$ cat config.mk
export PLATFORM = sky130hd
export DESIGN_NAME = fir_output_requantizer
export DESIGN_NICKNAME = d
export VERILOG_FILES = /design/src/rtl/fir_stream_pkg.sv /design/src/rtl/axis_sync_fifo.sv /design/src/rtl/fir_output_requantizer.sv
export SDC_FILE = /design/constraint.sdc
export NUM_CORES = 1
export LEC_CHECK = 0
export CORE_ASPECT_RATIO = 2
export CORE_MARGIN = 1.5
export CORE_UTILIZATION = 25
export DETAILED_ROUTE_END_ITERATION = 8
export PLACE_DENSITY = 0.5
export SYNTH_ARGS = -nofsm -noshare
export SYNTH_HDL_FRONTEND = slang
export SYNTH_HIERARCHICAL = 1
export SYNTH_SLANG_ARGS = --single-unit
$ cat constraint.sdc
create_clock -name clk -period 4.24 [get_ports clk]
set_clock_uncertainty 0.1 [all_clocks]
set_input_delay 0.424 -clock clk [delete_from_list [all_inputs] [get_ports clk]]
set_output_delay 0.424 -clock clk [all_outputs]
set_load 0.01 [all_outputs]
$ cat src/rtl/fir_stream_pkg.sv
// rtl/fir_stream_pkg.sv - shared FIR stream constants and saturation helper
package fir_stream_pkg;

  localparam int FIR_SAMPLE_WIDTH = 24;
  localparam int FIR_COEFF_WIDTH  = 24;
  localparam int FIR_NUM_TAPS     = 15;
  localparam int FIR_FRAC_SHIFT   = 23;
  localparam int FIR_ACC_WIDTH    = FIR_SAMPLE_WIDTH + FIR_COEFF_WIDTH + $clog2(FIR_NUM_TAPS);

  // Wide enough to hold any rounded accumulator value without loss.
  localparam int SAT_CALC_WIDTH   = 64;

  // Clamp a signed value into the range of a signed 'width'-bit integer.
  function automatic logic signed [SAT_CALC_WIDTH-1:0] sat_signed(
    input logic signed [SAT_CALC_WIDTH-1:0] value,
    input int                               width
  );
    logic signed [SAT_CALC_WIDTH-1:0] hi;
    logic signed [SAT_CALC_WIDTH-1:0] lo;
    hi = (64'sd1 <<< (width - 1)) - 64'sd1;
    lo = -(64'sd1 <<< (width - 1));
    if (value > hi) begin
      return hi;
    end else if (value < lo) begin
      return lo;
    end
    return value;
  endfunction

endpackage

$ cat src/rtl/axis_sync_fifo.sv
// rtl/axis_sync_fifo.sv - synchronous FIFO with count and same-cycle push/pop
module axis_sync_fifo #(
  parameter int WIDTH = 25,
  parameter int DEPTH = 4
) (
  input  logic                     clk,
  input  logic                     reset_n,
  input  logic                     push,
  input  logic [WIDTH-1:0]         push_data,
  input  logic                     pop,
  output logic [WIDTH-1:0]         head_data,
  output logic [$clog2(DEPTH):0]   count
);

  localparam int AW = $clog2(DEPTH);
  localparam int CW = AW + 1;

  logic [WIDTH-1:0] mem [DEPTH];
  logic [AW-1:0]    wr_ptr;
  logic [AW-1:0]    rd_ptr;
  logic [AW-1:0]    rd_prev;
  logic             pop_ok;
  logic             push_ok;

  // A pop on an empty FIFO is ignored; a push when full is only taken alongside a pop.
  assign pop_ok  = pop && (count != '0);
  assign push_ok = push && ((count != CW'(DEPTH)) || pop_ok);
  assign rd_prev = rd_ptr - AW'(1);

  // When empty, the read pointer sits one past the last popped entry, so
  // showing the previous slot keeps the output steady at its last value.
  always_comb begin
    head_data = mem[rd_ptr];
    if (count == '0) begin
      head_data = mem[rd_prev];
    end
  end

  // Storage, pointers and occupancy; pointers wrap naturally at power-of-two depth.
  always_ff @(posedge clk) begin
    if (!reset_n) begin
      wr_ptr <= '0;
      rd_ptr <= '0;
      count  <= '0;
      for (int i = 0; i < DEPTH; i++) begin
        mem[i] <= '0;
      end
    end else begin
      if (push_ok) begin
        mem[wr_ptr] <= push_data;
        wr_ptr      <= wr_ptr + AW'(1);
      end
      if (pop_ok) begin
        rd_ptr <= rd_ptr + AW'(1);
      end
      case ({push_ok, pop_ok})
        2'b10:   count <= count + CW'(1);
        2'b01:   count <= count - CW'(1);
        default: count <= count;
      endcase
    end
  end

endmodule

$ cat src/rtl/fir_output_requantizer.sv
// rtl/fir_output_requantizer.sv - round, saturate and buffer FIR output samples
module fir_output_requantizer
  import fir_stream_pkg::*;
#(
  parameter int IN_WIDTH   = FIR_ACC_WIDTH,
  parameter int OUT_WIDTH  = FIR_SAMPLE_WIDTH,
  parameter int FRAC_SHIFT = FIR_FRAC_SHIFT,
  parameter int FIFO_DEPTH = 4
) (
  input  logic                  clk,
  input  logic                  reset_n,
  input  logic [IN_WIDTH-1:0]   s_axis_tdata,
  input  logic                  s_axis_tvalid,
  input  logic                  s_axis_tlast,
  output logic                  s_axis_tready,
  output logic [OUT_WIDTH-1:0]  m_axis_tdata,
  output logic                  m_axis_tvalid,
  output logic                  m_axis_tlast,
  input  logic                  m_axis_tready,
  output logic [15:0]           sat_count
);

  localparam int CW = $clog2(FIFO_DEPTH) + 1;
  localparam logic signed [IN_WIDTH:0] ROUND_K = (IN_WIDTH + 1)'(1) <<< (FRAC_SHIFT - 1);

  logic                             s_fire;
  logic signed [IN_WIDTH:0]         x_ext;
  logic signed [IN_WIDTH:0]         rnd_sum;
  logic signed [IN_WIDTH:0]         rnd_shift;

  logic                             v1;
  logic signed [IN_WIDTH:0]         r1;
  logic                             last1;

  logic signed [SAT_CALC_WIDTH-1:0] r1_wide;
  logic signed [SAT_CALC_WIDTH-1:0] sat_wide;
  logic                             clamp;

  logic                             v2;
  logic [OUT_WIDTH-1:0]             d2;
  logic                             last2;

  logic [CW-1:0]                    fifo_count;
  logic [CW:0]                      credit_sum;
  logic                             m_fire;

  // One extra bit keeps the half-LSB rounding add from overflowing.
  assign x_ext     = {s_axis_tdata[IN_WIDTH-1], s_axis_tdata};
  assign rnd_sum   = x_ext + ROUND_K;
  assign rnd_shift = rnd_sum >>> FRAC_SHIFT;

  assign r1_wide  = {{(SAT_CALC_WIDTH - IN_WIDTH - 1){r1[IN_WIDTH]}}, r1};
  assign sat_wide = sat_signed(r1_wide, OUT_WIDTH);
  assign clamp    = (sat_wide != r1_wide);

  // Credit counts every beat already committed to the FIFO, so the pipeline
  // never needs to stall; ready depends only on registered state.
  assign credit_sum    = {1'b0, fifo_count} + (CW + 1)'(v1) + (CW + 1)'(v2);
  assign s_axis_tready = reset_n && (credit_sum < (CW + 1)'(FIFO_DEPTH));
  assign s_fire        = s_axis_tvalid && s_axis_tready;

  assign m_axis_tvalid = (fifo_count != '0);
  assign m_fire        = m_axis_tvalid && m_axis_tready;

  // Stage 1: capture the rounded value of each accepted beat.
  always_ff @(posedge clk) begin
    if (!reset_n) begin
      v1    <= 1'b0;
      r1    <= '0;
      last1 <= 1'b0;
    end else begin
      v1 <= s_fire;
      if (s_fire) begin
        r1    <= rnd_shift;
        last1 <= s_axis_tlast;
      end
    end
  end

  // Stage 2: clamp to the output width.
  always_ff @(posedge clk) begin
    if (!reset_n) begin
      v2    <= 1'b0;
      d2    <= '0;
      last2 <= 1'b0;
    end else begin
      v2 <= v1;
      if (v1) begin
        d2    <= sat_wide[OUT_WIDTH-1:0];
        last2 <= last1;
      end
    end
  end

  // Saturation event counter, sticky at all-ones.
  always_ff @(posedge clk) begin
    if (!reset_n) begin
      sat_count <= '0;
    end else if (v1 && clamp && (sat_count != 16'hFFFF)) begin
      sat_count <= sat_count + 16'd1;
    end
  end

  axis_sync_fifo #(
    .WIDTH (OUT_WIDTH + 1),
    .DEPTH (FIFO_DEPTH)
  ) u_fifo (
    .clk       (clk),
    .reset_n   (reset_n),
    .push      (v2),
    .push_data ({last2, d2}),
    .pop       (m_fire),
    .head_data ({m_axis_tlast, m_axis_tdata}),
    .count     (fifo_count)
  );

endmodule
==> results of run 1 <==
==> where the power goes <==
part           leakage [nW]  total (W)  switching [W]  internal [W]
Sequential             1.72    0.00200      0.0000524       0.00194
Combinational          1.70   0.000314       0.000173      0.000141
Clock                 0.284    0.00156       0.000772      0.000792
==> cell type report <==
cell class                 count  share of cell area
clock buffer                  18              0.0384
clock inverter                14              0.0144
inverter                      12             0.00403
multi-input combinational    529               0.393
sequential                   183               0.418
tap                          459              0.0514
timing repair buffer          96              0.0817
==> synth_stat cells (all sizes together), types with 9 or more instances <==
library cell / count
and2: 105
edfxtp: 100
dfxtp: 83
a21oi: 57
mux4: 50
o21ai: 50
nand2b: 31
clkbuf: 29
nor2: 26
buf: 25
mux2: 25
nand2: 25
nand3: 23
xor2: 23
nand4: 15
inv: 12
nor4: 11
o31ai: 10
or4: 10
a211oi: 9
xnor2: 9
==> stage by stage <==
stage                     hold WS, ps  total power, W
after floorplan                   355         0.00220
after global routing              425         0.00402
after global placement            380         0.00235
final                             398         0.00387
after detailed placement          389         0.00236
after CTS                         400         0.00392
==> path summary, 6_finish.rpt <==
| path | from | end | slack (ps) | depth (start not counted) |
|---|---|---|---|---|
| max | u_fifo/rd_ptr[0]$_SDFFE_PN0N_ | m_axis_tlast | 930 | 4 |
| min | r1[7]$_SDFFE_PN0P_ | r1[7]$_SDFFE_PN0P_ | 400 | 2 |
| max reg2reg | u_fifo/count[1]$_SDFFE_PN0P_ | u_fifo/mem[0][15]$_SDFFCE_PN0P_ | 1200 | 7 |
| min reg2reg | r1[7]$_SDFFE_PN0P_ | r1[7]$_SDFFE_PN0P_ | 400 | 2 |
==> tightest hold or removal path: stages (launching register included) <==
cell and delay (ps):
sky130_fd_sc_hd__dfxtp_1 310, sky130_fd_sc_hd__nor2_1 90, sky130_fd_sc_hd__a211oi_1 50
==> state kept, by name, summed over array words and instances, names as in the netlist, named ones only <==
| signal | count |
|---|---|
| d2 | 24 |
| u_fifo/rd_ptr | 2 |
| v1 | 1 |
| v2 | 1 |
| u_fifo/mem | 100 |
| r1 | 30 |
| last1 | 1 |
| u_fifo/count | 3 |
| u_fifo/wr_ptr | 2 |
| last2 | 1 |
| sat_count | 16 |
==> layer usage <==
| metal | GRT usage | wire [um] | up-vias |
|---|---|---|---|
| met4 | 0.0497 | 627 | 0 |
| met1 | 0.122 | 8660 | 3085 |
| met5 | 0 | 0 | - |
| met2 | 0.270 | 14600 | 136 |
| met3 | 0.0249 | 752 | 30 |
| li1 | - | - | 3018 |
==> cells by family (layout without fill, tap and decap cells) <==
group	Yosys count	after routing	synth area share
simple gates	271	271	0.187
buf+inv	66	140	0.0349
fa+ha+maj	4	4	0.00615
xor+xnor	32	32	0.0300
flops	183	183	0.499
mux	82	82	0.158
compound gates	140	140	0.0853
==> results.json, run 1 <==
{
  "mostFrequentLayoutCell": "sky130_fd_sc_hd__edfxtp_1",
  "floorplan.io_pins": 100,
  "vdd_drop_max_mv": 0.218,
  "die_height_um": 277,
  "ys.flop_type": "sky130_fd_sc_hd__edfxtp_1",
  "worst-setup-path-type": "reg2out",
  "floorplan.core_area_um2": 37000,
  "post_cts.resized_instances": 0,
  "fillerInstances": 3768,
  "wl_per_cell_um": 18.8,
  "place_inst": 1279,
  "multi_input_area_um2": 4390,
  "power.leakage_nw": 3.70,
  "min_period_over_period": 0.780,
  "max-clock-path-buffers": 2,
  "drt.antenna.violating_nets": 0,
  "slew_viol_final": 0,
  "cts_inserted_buffers": 17,
  "maxCapViolCount": 0,
  "synth.top_cells.by_area": "sky130_fd_sc_hd__edfxtp_1 32%, sky130_fd_sc_hd__dfxtp_1 18%, sky130_fd_sc_hd__mux4_2 12%",
  "dpl_worst_slack_ps": 1070,
  "hpwl_um": 16500,
  "drc": 1,
  "failed_checks": "DRC",
  "antenna_cells_inserted": 0,
  "global_route_wire_length_before_repair_um": 37900,
  "clk_root_buffer_cell": "sky130_fd_sc_hd__clkbuf_16",
  "critPathMaxStageDelay_ps": 720,
  "final_net_count": 900,
  "drt-vias-per-instance": 4.78,
  "synthesis.area_um2": 9350,
  "clock-sinks": 183,
  "cp.required_ps": 3720,
  "cts_max_level": 4,
  "synth.distinct_cells": 62,
  "post-route-util": 0.302,
  "tritoncts": "yes",
  "drt_first_pass_iters": 6,
  "setup_viol": 0,
  "yosys.area.top_type": "sky130_fd_sc_hd__edfxtp_1",
  "dpl-instance-area_um2": 10600,
  "die_w_um": 140,
  "timing.hold.worst.class": "reg2reg",
  "seqCellArea_um2": 4670,
  "timing.final.hold_violations": 0,
  "final_cell_area_um2": 11200,
  "vias_in_the_first_global_route": 6515,
  "antenna_found_initial": 0,
  "final-instance-count-excl-fill": 1311,
  "yosysWarningCount": 6,
  "powerDensity_nw_per_um2": 347,
  "share_of_cells_above_drive_strength_1": 0.200,
  "synth_enable_flop_cells": 100,
  "critical_path_buf_inv_count": 2,
  "post-route-min-period_ps": 3310,
  "post-synth-top-area-fraction": 0.321,
  "clkSlewWorstSetupHoldPaths_ps": 80,
  "groute.usage.overall": 0.131,
  "setup.worst_path.start_class": "register",
  "std_cell_rows": 100,
  "post_cts.repair.setup_buffers": 0,
  "status": "finished with violations",
  "clock_insertion_delay_worst_skew_ps": 440,
  "max_freq_mhz": 302,
  "design.die.area_um2": 38700,
  "grt_start_max_net_pins": 62,
  "postSynthCellCount": 778,
  "gp_congestion": 0.741,
  "critical-path-top-delay-family": "buffers and inverters",
  "synth_async_sr_flop_share": 0,
  "initial_utilization": 0.253,
  "synth_seq_area_share": 0.499,
  "dr_total_vias": 6269,
  "number_of_buffers_added_to_fix_hold_violations_after_cts": 0,
  "drt-total-wl_um": 24600,
  "cp_max_fo": 14,
  "worstMarginPinSlew_ps": 1040,
  "post_synthesis_to_final_layout_area_growth_pct": 19.5,
  "globalRoute.totalOverflow": 0,
  "grt_setup_unrepaired": "no",
  "critical_path_cell_with_the_highest_stage_delay": "sky130_fd_sc_hd__dfxtp_2",
  "timing.final.ws_setup_ps": 934,
  "max_slew_margin": 0.304,
  "crit_path_cell_trace": "buf_4 -> mux4_2 -> mux2_2 -> clkdlybuf4s50_1",
  "mostFrequentLayoutCells": "100 x sky130_fd_sc_hd__edfxtp_1, 84 x sky130_fd_sc_hd__and2_1, 80 x sky130_fd_sc_hd__dfxtp_1",
  "postSynthNetCount": 839,
  "crit_arrival_ps": 2780,
  "drtIter0Drc": 283,
  "synthesis.area_per_instance_um2": 12.0,
  "numPortBuffers": 77,
  "cp-end-kind": "output port",
  "tns_ps": 0,
  "ys_seq_elements": 183
}
Power figures use the tool's default switching activity.
==> run 2, diff against run 1 <==
- clock period: 4.24 -> 3.4 ns (I/O delays scaled with it)
==> results.json, run 2 (synthesis gave the netlist of run 1 again) <==
{
  "status": "finished with violations",
  "failed_checks": "DRC",
  "grt_setup_unrepaired": "no",
  "setup_viol": 0,
  "crit_arrival_ps": 2550,
  "timing.hold.worst_path_depth": 2,
  "share_of_cells_above_drive_strength_1": 0.203,
  "powerDensity_nw_per_um2": 430,
  "p_seq_frac": 0.514,
  "clock-sinks": 183,
  "post-route-min-period_ps": 2990,
  "worstMarginPinSlew_ps": 916,
  "timing.final.hold_violations": 0,
  "power_w": 0.00484,
  "initial_utilization": 0.253,
  "fillerInstances": 3772,
  "largest_register": "u_fifo/mem",
  "cp_max_fo": 20,
  "min_period_over_period": 0.880,
  "antenna_found_initial": 0,
  "critPathMaxStageDelay_ps": 530,
  "critical-path-top-delay-family": "multiplexers",
  "intPower_w": 0.00361,
  "tns_ps": 0,
  "regToRegSetupSlack_ps": 720,
  "clkSlewWorstSetupHoldPaths_ps": 80,
  "worst-setup-path-type": "reg2out",
  "dr_total_vias": 6170,
  "final-instance-count-excl-fill": 1317,
  "floorplan.core_area_um2": 37000,
  "drt-total-wl_um": 24200,
  "cts_max_level": 4,
  "post_synthesis_to_final_layout_area_growth_pct": 20.4,
  "gp_congestion": 0.740,
  "die_height_um": 277,
  "final_net_count": 906,
  "largest_register_ffs": 100,
  "post_cts.resized_instances": 0,
  "antenna_cells_inserted": 0,
  "vias_in_the_first_global_route": 6486,
  "crit-reg2reg-capture": "r1[3]$_SDFFE_PN0P_",
  "global_route_wire_length_before_repair_um": 37700,
  "drc": 1,
  "std_cell_rows": 100,
  "globalRoute.totalOverflow": 0,
  "power_switching_share": 0.254,
  "vdd_drop_max_mv": 0.312,
  "hpwl_um": 16600,
  "die_w_um": 140,
  "max_freq_mhz": 334,
  "number_of_buffers_added_to_fix_hold_violations_after_cts": 0,
  "drtIter0Drc": 256,
  "min_delay_worst_endpoint": "d2[16]$_SDFFE_PN0P_",
  "cts_inserted_buffers": 17,
  "drt-vias-per-instance": 4.68,
  "place_inst": 1285,
  "slew_viol_final": 0,
  "mostFrequentLayoutCell": "sky130_fd_sc_hd__edfxtp_1",
  "clk_root_buffer_cell": "sky130_fd_sc_hd__clkbuf_16",
  "groute.usage.overall": 0.129,
  "cp.required_ps": 2960,
  "maxCapViolCount": 0,
  "crit_path_cell_trace": "buf_12 -> mux4_2 -> mux2_2 -> clkdlybuf4s50_1",
  "critical_path_cell_with_the_highest_stage_delay": "sky130_fd_sc_hd__dfxtp_2",
  "drt_first_pass_iters": 6,
  "mostFrequentLayoutCells": "100 x sky130_fd_sc_hd__edfxtp_1, 84 x sky130_fd_sc_hd__and2_1, 82 x sky130_fd_sc_hd__dfxtp_1",
  "largestRegisters": "u_fifo/mem x100, r1 x30, d2 x24",
  "total_switching_power_w": 0.00123,
  "numPortBuffers": 77,
  "hold_path_startpoint": "d2[16]$_SDFFE_PN0P_",
  "timing.hold.worst.class": "reg2reg",
  "power.combinational.fraction": 0.081,
  "post-route-util": 0.304,
  "cp-end-kind": "output port",
  "reg2regPathDepth": 7,
  "tritoncts": "yes",
  "max-clock-path-buffers": 2,
  "grt_start_max_net_pins": 47,
  "wl_per_cell_um": 18.4,
  "design.die.area_um2": 38700,
  "power.clock.fraction": 0.404,
  "post_cts.repair.setup_buffers": 0,
  "max_slew_margin": 0.390,
  "floorplan.io_pins": 100,
  "setup.worst_path.start_class": "register",
  "power.leakage_nw": 3.75,
  "critical_path_buf_inv_count": 2,
  "drt.antenna.violating_nets": 0,
  "clock_insertion_delay_worst_skew_ps": 440,
  "worst_r2r_startpoint": "v2$_SDFF_PN0_"
}
-- run 2: tightest hold or removal path, delay by kind of cell (launching register included) --
| kind | cells | cell delay, ps |
|---|---|---|
| flip-flops | 1 | 330 |
| AO/OA/AOI/OAI | 1 | 50 |
| AND/OR/NAND/NOR | 1 | 70 |
-- run 2: final cells by class --
cell class	instances	area, um^2	area share
inverter	12	45.0	0.00400
timing repair buffer	102	996	0.0885
clock inverter	14	154	0.0137
tap	459	574	0.0510
sequential	183	4670	0.414
multi-input combinational	529	4380	0.389
clock buffer	18	439	0.0390
-- run 2: how the worst max path moves through the flow --
stage                             startpoint                              to  slack (ps)  depth (start not counted)
6_report       u_fifo/rd_ptr[0]$_SDFFE_PN0N_                 m_axis_tdata[4]         410                          4
5_1_grt        u_fifo/rd_ptr[0]$_SDFFE_PN0N_                m_axis_tdata[13]         280                          4
4_1_cts        u_fifo/rd_ptr[0]$_SDFFE_PN0N_                m_axis_tdata[13]         330                          4
3_5_place_dp                   m_axis_tready    u_fifo/count[1]$_SDFFE_PN0P_         550                          8
3_3_place_gp                   m_axis_tready    u_fifo/count[1]$_SDFFE_PN0P_         560                          8
2_1_floorplan   u_fifo/count[0]$_SDFFE_PN0P_  u_fifo/mem[2][0]$_SDFFCE_PN0P_         110                          4
-- run 2: layer usage --
| layer | global-route usage | up-vias | wire, um |
|---|---|---|---|
| met2 | 0.274 | 93 | 14700 |
| met5 | 0 | - | 0 |
| li1 | - | 3023 | - |
| met1 | 0.119 | 3026 | 8510 |
| met3 | 0.0211 | 28 | 594 |
| met4 | 0.0424 | 0 | 443 |
-- run 2: stage by stage --
step	setup slack [ps]	cell area [um^2]	hold WS, ps
after global placement	560	10700	375
after floorplan	111	9350	355
after CTS	330	11300	400
after global routing	282	11300	415
final	408	11300	399
after detailed placement	551	10700	381
-- run 2: power groups by stage --
stage	clock network, W	logic [W]	registers (W)
after CTS	0.00201	0.000404	0.00249
after detailed placement	0	0.000402	0.00254
after floorplan	0	0.000227	0.00252
after global placement	0	0.000401	0.00253
final	0.00196	0.000393	0.00249
after global routing	0.00209	0.000433	0.00250
